==> src/rtl/complete_queue_if.sv <==
// Complete bus: up to WIDTH finished results per cycle, lane 0 oldest.
// The queue drives it; RS wakeup, ROB and map-table ready logic listen.
interface complete_queue_if #(
   parameter int WIDTH = 3,
   parameter int PHY_W = 6,
   parameter int ROB_W = 5,
   parameter int EXC_W = 4
);
   logic [WIDTH-1:0]            valid;
   logic [WIDTH-1:0][PHY_W-1:0] dst;
   logic [WIDTH-1:0][ROB_W-1:0] rob_idx;
   logic [WIDTH-1:0]            exc_valid;
   logic [WIDTH-1:0][EXC_W-1:0] exc;

   modport master (output valid, dst, rob_idx, exc_valid, exc);
   modport cq     (output valid, dst, rob_idx, exc_valid, exc);
   modport slave  (input  valid, dst, rob_idx, exc_valid, exc);
endinterface

==> src/rtl/complete_queue.sv <==
// Completion queue: packs FU results into a circular buffer and drains up to
// WIDTH of them per cycle onto the complete bus, oldest first.
module complete_queue #(
   parameter int N_FU  = 4,
   parameter int DEPTH = 8,
   parameter int WIDTH = 3,
   parameter int PHY_W = 6,
   parameter int ROB_W = 5,
   parameter int EXC_W = 4
) (
   input  logic                        clk,
   input  logic                        rst_n,
   input  logic                        i_flush,
   input  logic [N_FU-1:0]             i_fu_valid,
   input  logic [N_FU-1:0][PHY_W-1:0]  i_fu_dst,
   input  logic [N_FU-1:0][ROB_W-1:0]  i_fu_rob_idx,
   input  logic [N_FU-1:0]             i_fu_exc_valid,
   input  logic [N_FU-1:0][EXC_W-1:0]  i_fu_exc,
   output logic                        o_fu_ready,
   complete_queue_if.cq                cmp
);
   localparam int PTR_W = $clog2(DEPTH);
   localparam int CNT_W = $clog2(DEPTH + 1);
   localparam int IN_W  = $clog2(N_FU + 1);

   logic [PTR_W-1:0] r_head;
   logic [PTR_W-1:0] r_tail;
   logic [CNT_W-1:0] r_count;
   logic             r_fu_ready;

   logic [PHY_W-1:0] r_dst       [DEPTH];
   logic [ROB_W-1:0] r_rob_idx   [DEPTH];
   logic             r_exc_valid [DEPTH];
   logic [EXC_W-1:0] r_exc       [DEPTH];

   logic [N_FU-1:0]  w_accept;
   logic [IN_W-1:0]  w_n_in;
   logic [PTR_W-1:0] w_slot   [N_FU];
   logic [CNT_W-1:0] w_n_out;
   logic [CNT_W-1:0] w_count_next;
   logic [PTR_W-1:0] w_rd_idx [WIDTH];

   assign w_accept   = i_fu_valid & {N_FU{r_fu_ready & ~i_flush}};
   assign o_fu_ready = r_fu_ready;

   // Pack accepted lanes densely from tail in ascending lane order.
   always_comb begin
      w_n_in = '0;
      for (int i = 0; i < N_FU; i++) begin
         w_slot[i] = r_tail + PTR_W'(w_n_in);
         if (w_accept[i]) begin
            w_n_in = w_n_in + IN_W'(1);
         end else begin
            w_n_in = w_n_in;
         end
      end
   end

   // Drain the oldest min(count, WIDTH) entries; idle lanes are forced to zero.
   always_comb begin
      w_n_out       = (r_count > CNT_W'(WIDTH)) ? CNT_W'(WIDTH) : r_count;
      w_count_next  = r_count + CNT_W'(w_n_in) - w_n_out;
      cmp.valid     = '0;
      cmp.dst       = '0;
      cmp.rob_idx   = '0;
      cmp.exc_valid = '0;
      cmp.exc       = '0;
      for (int k = 0; k < WIDTH; k++) begin
         w_rd_idx[k] = r_head + PTR_W'(k);
         if (CNT_W'(k) < w_n_out) begin
            cmp.valid[k]     = 1'b1;
            cmp.dst[k]       = r_dst[w_rd_idx[k]];
            cmp.rob_idx[k]   = r_rob_idx[w_rd_idx[k]];
            cmp.exc_valid[k] = r_exc_valid[w_rd_idx[k]];
            cmp.exc[k]       = r_exc[w_rd_idx[k]];
         end else begin
            cmp.valid[k]     = 1'b0;
         end
      end
   end

   // Pointers, occupancy and the ready grant; ready is precomputed from the next count.
   always_ff @(posedge clk or negedge rst_n) begin
      if (!rst_n) begin
         r_head     <= '0;
         r_tail     <= '0;
         r_count    <= '0;
         r_fu_ready <= 1'b1;
      end else if (i_flush) begin
         r_head     <= '0;
         r_tail     <= '0;
         r_count    <= '0;
         r_fu_ready <= 1'b1;
      end else begin
         r_head     <= r_head + PTR_W'(w_n_out);
         r_tail     <= r_tail + PTR_W'(w_n_in);
         r_count    <= w_count_next;
         r_fu_ready <= (CNT_W'(DEPTH) - w_count_next) >= CNT_W'(N_FU);
      end
   end

   // Payload storage; entries carry no reset since valid comes from count.
   always_ff @(posedge clk) begin
      for (int i = 0; i < N_FU; i++) begin
         if (w_accept[i]) begin
            r_dst[w_slot[i]]       <= i_fu_dst[i];
            r_rob_idx[w_slot[i]]   <= i_fu_rob_idx[i];
            r_exc_valid[w_slot[i]] <= i_fu_exc_valid[i];
            r_exc[w_slot[i]]       <= i_fu_exc[i];
         end
      end
   end

   complete_queue_chk #(
      .N_FU  (N_FU),
      .DEPTH (DEPTH),
      .WIDTH (WIDTH)
   ) u_chk (
      .clk        (clk),
      .rst_n      (rst_n),
      .i_count    (r_count),
      .i_fu_ready (r_fu_ready),
      .i_accept   (w_accept),
      .i_valid    (cmp.valid)
   );
endmodule

// Structural invariants of the queue, observed from its internal state.
module complete_queue_chk #(
   parameter int N_FU  = 4,
   parameter int DEPTH = 8,
   parameter int WIDTH = 3
) (
   input logic                         clk,
   input logic                         rst_n,
   input logic [$clog2(DEPTH+1)-1:0]   i_count,
   input logic                         i_fu_ready,
   input logic [N_FU-1:0]              i_accept,
   input logic [WIDTH-1:0]             i_valid
);
   localparam int CNT_W = $clog2(DEPTH + 1);

   a_count_bound : assert property (@(posedge clk) disable iff (!rst_n)
      i_count <= CNT_W'(DEPTH));

   a_no_enq_when_full : assert property (@(posedge clk) disable iff (!rst_n)
      !i_fu_ready |-> (i_accept == '0));

   a_valid_contiguous : assert property (@(posedge clk) disable iff (!rst_n)
      (i_valid & (i_valid + WIDTH'(1))) == '0);
endmodule

==> src/flat_wrapper.sv <==
// flat-port wrapper written by rule: the top's interface ports become plain ports
module complete_queue_flat 
#(
   parameter int N_FU  = 4,
   parameter int DEPTH = 8,
   parameter int WIDTH = 3,
   parameter int PHY_W = 6,
   parameter int ROB_W = 5,
   parameter int EXC_W = 4
)
  (clk, rst_n, i_flush, i_fu_valid, i_fu_dst, i_fu_rob_idx, i_fu_exc_valid, i_fu_exc, o_fu_ready, cmp_valid, cmp_dst, cmp_rob_idx, cmp_exc_valid, cmp_exc);
  complete_queue_if #(.WIDTH(WIDTH), .PHY_W(PHY_W), .ROB_W(ROB_W), .EXC_W(EXC_W)) cmp_i ();
  input  logic clk;
  input  logic rst_n;
  input  logic i_flush;
  input  logic [N_FU-1:0] i_fu_valid;
  input  logic [N_FU-1:0][PHY_W-1:0] i_fu_dst;
  input  logic [N_FU-1:0][ROB_W-1:0] i_fu_rob_idx;
  input  logic [N_FU-1:0] i_fu_exc_valid;
  input  logic [N_FU-1:0][EXC_W-1:0] i_fu_exc;
  output logic o_fu_ready;
  output wire logic [$bits(cmp_i.valid)-1:0] cmp_valid;
  output wire logic [$bits(cmp_i.dst)-1:0] cmp_dst;
  output wire logic [$bits(cmp_i.rob_idx)-1:0] cmp_rob_idx;
  output wire logic [$bits(cmp_i.exc_valid)-1:0] cmp_exc_valid;
  output wire logic [$bits(cmp_i.exc)-1:0] cmp_exc;
  assign cmp_valid = cmp_i.valid;
  assign cmp_dst = cmp_i.dst;
  assign cmp_rob_idx = cmp_i.rob_idx;
  assign cmp_exc_valid = cmp_i.exc_valid;
  assign cmp_exc = cmp_i.exc;
  complete_queue #(.N_FU(N_FU), .DEPTH(DEPTH), .WIDTH(WIDTH), .PHY_W(PHY_W), .ROB_W(ROB_W), .EXC_W(EXC_W)) u_core (.clk(clk), .rst_n(rst_n), .i_flush(i_flush), .i_fu_valid(i_fu_valid), .i_fu_dst(i_fu_dst), .i_fu_rob_idx(i_fu_rob_idx), .i_fu_exc_valid(i_fu_exc_valid), .i_fu_exc(i_fu_exc), .o_fu_ready(o_fu_ready), .cmp(cmp_i));
endmodule
==> config.mk <==
export PLATFORM = sky130hd
export DESIGN_NAME = complete_queue_flat
export DESIGN_NICKNAME = d
export VERILOG_FILES = /design/src/rtl/complete_queue_if.sv /design/src/rtl/complete_queue.sv /design/src/flat_wrapper.sv
export SDC_FILE = /design/constraint.sdc
export NUM_CORES = 1
export LEC_CHECK = 0
export ABC_AREA = 0
export CORE_MARGIN = 3
export CORE_UTILIZATION = 40
export CTS_CLUSTER_DIAMETER = 60
export DETAILED_ROUTE_END_ITERATION = 10
export PLACE_DENSITY = 0.66
export SYNTH_ARGS = -nofsm -noshare
export SYNTH_HDL_FRONTEND = slang
export SYNTH_SLANG_ARGS = --single-unit
==> constraint.sdc <==
create_clock -name clk -period 12.55 [get_ports clk]
set_input_delay 3.765 -clock clk [delete_from_list [all_inputs] [get_ports clk]]
set_output_delay 3.765 -clock clk [all_outputs]
set_load 0.01 [all_outputs]
==> results of run 1 <==
[flip-flops by register name (all words and copies together) (netlist names)]
signal              cells
u_core.o_fu_ready       1
u_core.r_exc_valid      8
u_core.r_rob_idx       40
u_core.r_count          4
u_core.r_dst           48
u_core.r_exc           32
u_core.r_head           3
u_core.r_tail           3
[power by group]
group	total (W)	internal [W]	switching, W
sequential	0.000814	0.000686	0.000128
clock	0.000519	0.000332	0.000187
combinational	0.00189	0.000887	0.00101
[cells in the mapped netlist, drive strengths merged (4+ instances only)]
library cell and instances:
a221oi 32, mux4 88, or3 6, ha 13, and2 4, nor2b 7, nand3 18, o21ai 117
mux2i 9, and3 118, fa 7, xnor2 11, nor2 63, xor2 6, o2bb2ai 80, inv 14
dfrtp 10, edfxtp 128, nand2 334, a21oi 46, buf 74, o31ai 32, nor3 9, clkbuf 68
[through the flow]
stage / setup slack [ps] / hold slack (ps) / total power [W] / cells
global route: 3450 / 853 / 0.00342 / 1735
floorplan: 5400 / 608 / 0.00198 / 1315
CTS: 3960 / 788 / 0.00321 / 1735
finish: 3860 / 778 / 0.00323 / 1735
global placement: 3740 / 783 / 0.00265 / 1703
detailed placement: 3540 / 773 / 0.00269 / 1703
[worst max-delay path by stage]
| stage | from | endpoint | slack (ps) |
|---|---|---|---|
| 2_1_floorplan | i_flush | u_core.r_dst[0][0] | 5400 |
| 3_3_place_gp | i_flush | u_core.r_dst[2][3] | 3740 |
| 3_5_place_dp | i_flush | u_core.r_dst[2][2] | 3540 |
| 4_1_cts | i_flush | u_core.r_rob_idx[2][0] | 3960 |
| 5_1_grt | i_flush | u_core.r_dst[2][5] | 3450 |
| 6_report | i_flush | u_core.r_rob_idx[2][2] | 3860 |
[metal layers]
| metal | GRT usage [%] | vias up | share of wire, % |
|---|---|---|---|
| li1 | - | 4917 | - |
| met2 | 37.9 | 901 | 40 |
| met5 | 0 | - | 0.15 |
| met4 | 4.21 | 6 | 1.3 |
| met3 | 9.67 | 67 | 16 |
| met1 | 42.8 | 5462 | 43 |
[tightest hold or removal path: cells and delay by family (launching register included)]
kind	cells	cell delay, ps
adder cells (fa/ha/maj)	1	110
flip-flops	1	400
AND/OR/NAND/NOR	2	230
[layout make-up]
cell class	instances	area (um^2)	area share (%)
Inverter	15	56.3	0.404
Timing Repair Buffer	140	1360	9.73
Sequential cell	139	4130	29.6
Clock buffer	17	425	3.05
Multi-Input combinational cell	1019	7290	52.3
Tap cell	390	488	3.50
Clock inverter	15	196	1.41
[kinds of logic after synthesis]
logic type	Yosys count	share of synthesized area, %
AND/OR/NAND/NOR	571	21.8
AO/OA/AOI/OAI	313	17.2
adder cells (fa/ha/maj)	20	2.50
multiplexers	97	17.1
buffers and inverters	157	6.03
flip-flops	139	34.0
XOR/XNOR	17	1.35
other	1	0.0310
==> run summary, run 1 <==
run status -> finished clean
fill cell count -> 2789
slew at the pin closest to its max-slew limit -> 1280 ps
hold path endpoint -> u_core.r_head[0]
hpwl dp -> 34300 um
clk_skew -> 5.39 ps
EDFF count, synth -> 128
RSZ-0062 raised after global routing -> false
final worst-path cycle share -> 69.2%
CTS Root Cell -> clkbuf_16
Area Overhead vs Synth -> 15.0%
cell area after layout -> 0.0139 mm^2
number of antenna violations at the first check in global routing -> 4
H-Tree Level Count -> 4
first-pass GRT wire length -> 69100 um
vias in the first global route -> 10.4k
top cells by area, synth -> edfxtp_1 (32%), mux4_2 (16%), nand2_1 (10%), and3_1 (6.1%), o2bb2ai_1 (5.8%)
Worst-path clk slew -> 60 ps
crit-path cells -> clkdlybuf4s50_1 > nor2b_1 > nand2_1 > inv_1 > ha_1 > xnor2_1 > ha_1 > fa_1 > xor2_1 > a21oi_1 > o21ai_1 > nand3_1
Synth top area share -> 31.7%
Pwr per Cell Area -> 232 mW/mm^2
clock sinks -> 139
ys async rst share -> 7.91%
CP max stage cell -> o21ai_1
Ys Warns -> 0
worst-skew pair later-pin latency -> 410 ps
# DRC -> 0
final wirelength -> 45800 um
Clock Tree Buf Depth -> 2
CTS resizes -> 0
Post-CTS Setup Bufs -> 0
CP Class -> input port to register
Worst Hold Launch -> u_core.r_count[0]
Area after DPL -> 0.0133 mm^2
total grt overflow -> 0
most frequent cells in the layout -> nand2_1 (334), edfxtp_1 (128), clkdlybuf4s50_1 (122)
Syn Nets -> 1406
Hold WC Path Type -> register to register
wire length per cell -> 26.4 um
Vias per Instance -> 6.54
Max stage delay on crit path -> 920 ps
largest delay contributor family on the critical path -> simple AND/OR/NAND/NOR gates
cell area after synthesis -> 0.0121 mm^2
register area share after synthesis -> 34.0%
GR Util All Layers -> 27.6%
crit start category -> input port
cts hold-fix bufs -> 0
Vias -> 11.4k
std cell rows -> 63
CTS buffer count -> 17
CTS tree -> yes
most common cell after layout, fill and taps aside -> nand2_1
starting density of the core -> 40.8%
P_leak -> 4.96 nW
Max IR drop VDD -> 0.000110 V
drt pass-1 iters -> 6
FF-to-FF End -> u_core.r_rob_idx[2][2]
CP Depth -> 12
die height -> 180 um
predominant post-synthesis flop cell -> edfxtp_1
total of max-cap violations -> 0
chip width -> 180 um
ant diodes -> 0
crit path capture type -> register
buffers and inverters on the worst path -> 2
GP Congestion -> 1.00
Fmax achieved -> 115 MHz
most frequent CP cell -> ha_1
post-synth top area cell -> edfxtp_1
die area -> 0.0324 mm^2
register-to-register setup slack -> 7410 ps
fin crit period -> 8690 ps
Port Buf Inserts -> 122
Yosys reg bits -> 139
Critical Path Fanout Max -> 20
Slew HR -> 14.1%
Initial DRC Count -> 2275
required time worst endpoint -> 12450 ps
final hold vios -> 0
WP data arrival -> 8590 ps
Setup Viol. Count Final -> 0
hold path depth -> 3
post-route antenna net violation count -> 0
sum of negative setup slack -> 0 ps
Synth cell types -> 50
share of layout cells above drive strength 1 -> 11.7%
fin nets -> 1423
largest net degree at the start of global routing -> 69
I/O pins -> 123
Core ar. -> 0.0297 mm^2
Avg Inst Size Synth -> 9.21 um^2
max-slew violation count -> 0
Worst Reg2Reg Path Length in Cells -> 11
Util after Layout -> 46.9%
Cells after Synth -> 1315
R2R Path Start -> u_core.o_fu_ready
Note: power is estimated with default switching activity, not from simulation.
==> run 2: changes to the inputs <==
clock period = 9.1 ns   (was 12.55 ns; I/O delays follow)
==> run 2 against run 1 <==
Die area unchanged. Sequential power rose by 39%. Clock skew up 1.4 ps. Clock power up 42%. Largest power group unchanged. Largest cell class unchanged. Global-route usage fell by 0.59 points. Non-clock buffer count is 3 higher.
==> run summary, run 2 (synthesized netlist as in run 1, its figures left out) <==
Port Buf Inserts -> 122
fin nets -> 1426
GR Util All Layers -> 27.0%
GP Congestion -> 1.01
crit path capture type -> register
most frequent CP cell -> ha_1
max-slew violation count -> 0
share of layout cells above drive strength 1 -> 12.0%
final worst-path cycle share -> 84.7%
crit start category -> input port
crit-path cells -> clkdlybuf4s50_1 > nor2b_1 > nand2_1 > inv_1 > ha_1 > xnor2_1 > ha_1 > fa_1 > xor2_1 > a21oi_1 > o21ai_1 > nand3_1
RSZ-0062 raised after global routing -> false
R2R Path Start -> u_core.o_fu_ready
std cell rows -> 63
Fmax achieved -> 130 MHz
Hold WC Path Type -> register to register
Worst-path clk slew -> 60 ps
Area Overhead vs Synth -> 15.3%
first-pass GRT wire length -> 68000 um
Max IR drop VDD -> 0.000154 V
Vias -> 11.4k
Post-CTS Setup Bufs -> 0
hpwl dp -> 33500 um
P_leak -> 4.97 nW
final wirelength -> 45100 um
I/O pins -> 123
Pwr per Cell Area -> 319 mW/mm^2
required time worst endpoint -> 8980 ps
chip width -> 180 um
final hold vios -> 0
Largest register FFs -> 48
total of max-cap violations -> 0
post-route antenna net violation count -> 0
sum of negative setup slack -> 0 ps
most frequent cells in the layout -> nand2_1 (334), edfxtp_1 (128), clkdlybuf4s50_1 (122)
Worst Hold Launch -> u_core.r_count[0]
fin crit period -> 7710 ps
drt pass-1 iters -> 6
die area -> 0.0324 mm^2
most common cell after layout, fill and taps aside -> nand2_1
vias in the first global route -> 10.4k
Setup Viol. Count Final -> 0
CTS tree -> yes
run status -> finished clean
buffers and inverters on the worst path -> 2
largest net degree at the start of global routing -> 67
slew at the pin closest to its max-slew limit -> 1300 ps
clock sinks -> 139
CTS buffer count -> 17
# DRC -> 0
Initial DRC Count -> 1861
CTS Root Cell -> clkbuf_16
H-Tree Level Count -> 4
CP max stage cell -> nand3_1
CP Class -> input port to register
die height -> 180 um
starting density of the core -> 40.8%
Core ar. -> 0.0297 mm^2
wire length per cell -> 25.9 um
cts hold-fix bufs -> 0
Clock Tree Buf Depth -> 2
total grt overflow -> 0
worst-skew pair later-pin latency -> 410 ps
Critical Path Fanout Max -> 20
CTS resizes -> 0
CP Launch Point -> i_flush
Vias per Instance -> 6.54
largest delay contributor family on the critical path -> simple AND/OR/NAND/NOR gates
number of antenna violations at the first check in global routing -> 4
clk_skew -> 6.82 ps
Max stage delay on crit path -> 970 ps
WP data arrival -> 7580 ps
Slew HR -> 12.8%
hold_ws -> 799 ps
run 2: cell count changes in the layout (fill, tap and decap cells not counted):
| cell | before | now |
|---|---|---|
| buf_4 | 18 | 21 |
| clkinv_2 | 3 | 0 |
| inv_6 | 2 | 5 |
| clkinv_1 | 2 | 1 |
| clkinvlp_4 | 3 | 4 |
| diode_2 | 0 | 1 |
run 2: worst min-delay path: cells and delay by family, from the launching register on:
family                   cells  cell delay [ps]
adder cells (fa/ha/maj)      1              110
flip-flops                   1              410
AND/OR/NAND/NOR              2              240
run 2: power by group:
group | internal [W] | total (W) | switching [W]
combinational | 0.00122 | 0.00259 | 0.00137
sequential | 0.000947 | 0.00113 | 0.000186
clock | 0.000463 | 0.000737 | 0.000273
total | 0.00263 | 0.00446 | 0.00183
run 2: layer usage:
layer / vias to the layer above / GRT usage (%) / part of all wire, %
met5: - / 0 / 0.069
met4: 4 / 6.11 / 2.0
met3: 93 / 8.42 / 15
met2: 906 / 36.9 / 40
met1: 5452 / 41.9 / 43
li1: 4925 / - / -
run 2: layout make-up:
| class | instances | area, um^2 |
|---|---|---|
| inverters | 15 | 56.3 |
| repair buffers | 143 | 1380 |
| flip-flops and latches | 139 | 4130 |
| fillers | 2747 | 15700 |
| multi-input cells | 1019 | 7290 |
| well taps | 390 | 488 |
| clock inverters | 15 | 211 |
| clock buffers | 17 | 425 |
| diodes | 1 | 2.50 |
run 2: metrics by stage:
stage	cells	total power [W]	util (%)	area [um^2]	worst slack, ps
finish	1739	0.00446	47.0	14000	1390
floorplan	1315	0.00273	-	12100	2990
CTS	1738	0.00443	47.0	14000	1550
detailed placement	1706	0.00369	44.9	13300	1130
global route	1738	0.00471	47.0	14000	1040
global placement	1706	0.00365	44.9	13300	1290
run 2: final timing paths:
check / slack (ps) / endpoint / cells after the start
min in group asynchronous: 2680 / u_core.r_count[3] / 1
worst max register to register: 3900 / u_core.r_dst[2][1] / 11
worst max-delay path: 1390 / u_core.r_dst[2][1] / 12
worst min-delay path: 800 / u_core.r_head[0] / 3
worst min register to register: 800 / u_core.r_head[0] / 3
max in group asynchronous: 6010 / u_core.r_head[0] / 1
==> run 3: changes to the inputs <==
PLACE_DENSITY = 0.68   (was 0.66)
clock period = 6.35 ns   (was 9.1 ns; I/O delays follow)
==> run 3 against run 2 <==
Sequential power increased by 47%. Non-clock buffer count up 32. Global-route usage up 0.79 points. Critical path depth rose by 3. Largest cell class unchanged. Register-to-register slack worse by 2000 ps. Utilization increased by 0.66 points. Via count rose by 2.4%. Total power up 44%. First-iteration DRC count up 22%. Flip-flop and latch count did not move. Setup slack got worse by 680 ps. Combinational power grew 46%.
==> run summary, run 3 (synthesized netlist as in run 1, its figures left out) <==
run status -> finished clean
max-slew violation count -> 0
drt pass-1 iters -> 7
Finished Layout Cells -> 1770
fin nets -> 1458
required time worst endpoint -> 6490 ps
die height -> 180 um
met2 wire length -> 18400 um
clk_skew -> 10.5 ps
crit start category -> input port
slew at the pin closest to its max-slew limit -> 1170 ps
std cell rows -> 63
Comb power frac -> 58.6%
Slew HR -> 21.6%
wire length per cell -> 26.2 um
GP Congestion -> 0.960
final hold vios -> 0
Vias -> 11.6k
GR Util All Layers -> 27.8%
DP Cell Count -> 1738
Largest register FFs -> 48
fin crit period -> 5640 ps
Post-Route M1 WL -> 19300 um
cell area after layout -> 0.0142 mm^2
final wirelength -> 46300 um
RSZ-0062 raised after global routing -> false
dpl ws -> 414 ps
die area -> 0.0324 mm^2
Vias per Instance -> 6.58
I/O pins -> 123
CTS Root Cell -> clkbuf_16
CTS buffer count -> 17
hold_ws -> 789 ps
Setup Viol. Count Final -> 0
starting density of the core -> 40.8%
clock sinks -> 139
Fmax achieved -> 177 MHz
sw frac -> 41.4%
Internal -> 0.00377 W
CP Class -> input port to register
cts hold-fix bufs -> 0
hpwl dp -> 33400 um
chip width -> 180 um
register share of total power -> 25.8%
Port Buf Inserts -> 122
Max IR drop VDD -> 0.000220 V
Worst-path clk slew -> 60 ps
CTS resizes -> 0
Area after DPL -> 0.0136 mm^2
Area Overhead vs Synth -> 17.0%
vias in the first global route -> 10.7k
total of max-cap violations -> 0
met3 wire len -> 7130 um
CTS tree -> yes
clock share of power -> 15.7%
sum of negative setup slack -> 0 ps
Initial DRC Count -> 2268
Post-CTS Setup Bufs -> 0
most frequent cells in the layout -> nand2_1 (334), edfxtp_1 (128), clkdlybuf4s50_1 (122)
most common cell after layout, fill and taps aside -> nand2_1
Hold WC Path Type -> register to register
number of antenna violations at the first check in global routing -> 2
post-route antenna net violation count -> 0
total grt overflow -> 0
crit path capture type -> register
total net switching power -> 0.00266 W
top sig layer -> met5
P_leak -> 5.11 nW
Pwr per Cell Area -> 454 mW/mm^2
share of layout cells above drive strength 1 -> 13.8%
ant diodes -> 0
first-pass GRT wire length -> 69800 um
H-Tree Level Count -> 4
Core ar. -> 0.0297 mm^2
# DRC -> 0
setup slack after layout -> 713 ps
WP data arrival -> 5780 ps
Critical Path Fanout Max -> 16
largest net degree at the start of global routing -> 44
Clock Tree Buf Depth -> 2
worst-skew pair later-pin latency -> 420 ps
final worst-path cycle share -> 88.8%
==> run 3: cell count changes in the layout (fill, tap and decap cells not counted), moves of 2 or more <==
| cell | before | now |
|---|---|---|
| clkinv_4 | 2 | 4 |
| inv_6 | 5 | 1 |
| clkinvlp_4 | 4 | 2 |
| buf_4 | 21 | 53 |
| clkbuf_1 | 0 | 2 |
==> run 3: path summary, 6_finish.rpt <==
check | startpoint | endpoint | slack [ps] | depth (start not counted)
setup / recovery | i_flush | u_core.r_rob_idx[1][2] | 710 | 15
hold / removal | u_core.r_count[0] | u_core.r_head[0] | 790 | 3
setup reg to reg | u_core.o_fu_ready | u_core.r_rob_idx[1][2] | 1870 | 14
hold reg to reg | u_core.r_count[0] | u_core.r_head[0] | 790 | 3
max in group asynchronous | rst_n | u_core.r_head[0] | 4120 | 1
min in group asynchronous | rst_n | u_core.r_tail[2] | 1840 | 1
==> run 3: power groups by stage <==
| stage | logic [W] | registers [W] | clock network [W] |
|---|---|---|---|
| 3_3_place_gp | 0.00365 | 0.00164 | 0 |
| 2_1_floorplan | 0.00246 | 0.00145 | 0 |
| 4_1_cts | 0.00373 | 0.00165 | 0.00101 |
| 6_report | 0.00377 | 0.00166 | 0.00101 |
| 5_1_grt | 0.00405 | 0.00169 | 0.00106 |
| 3_5_place_dp | 0.00372 | 0.00166 | 0 |
==> run 3: layout make-up <==
type / count / area (um^2)
Clock buffer: 19 / 433
Clock inverter: 13 / 169
Fill cell: 2687 / 15500
Inverter: 15 / 56.3
Multi-Input combinational cell: 1019 / 7280
Sequential cell: 139 / 4130
Tap cell: 390 / 488
Timing Repair Buffer: 175 / 1620
==> run 3: per-stage QoR <==
| step | total power (W) | util [%] |
|---|---|---|
| after floorplan | 0.00391 | - |
| after global placement | 0.00529 | 45.7 |
| after detailed placement | 0.00538 | 45.7 |
| after CTS | 0.00639 | 47.7 |
| after global routing | 0.00679 | 47.7 |
| final | 0.00643 | 47.7 |
==> run 3: per-layer routing <==
layer / global-route usage, % / up-vias
li1: - / 4997
met1: 42.3 / 5504
met2: 37.3 / 1023
met3: 9.18 / 122
met4: 8.72 / 2
met5: 0 / -
==> run 3: critical path, cell delays in order <==
cell,delay (ps)
clkdlybuf4s50_1,410
nor2b_1,290
nand2_1,170
inv_1,100
ha_1,280
xnor2_1,210
ha_1,230
fa_1,440
xnor2_1,230
nor3_2,70
buf_4,150
o21ai_0,540
buf_4,340
nand3_1,120
buf_4,290
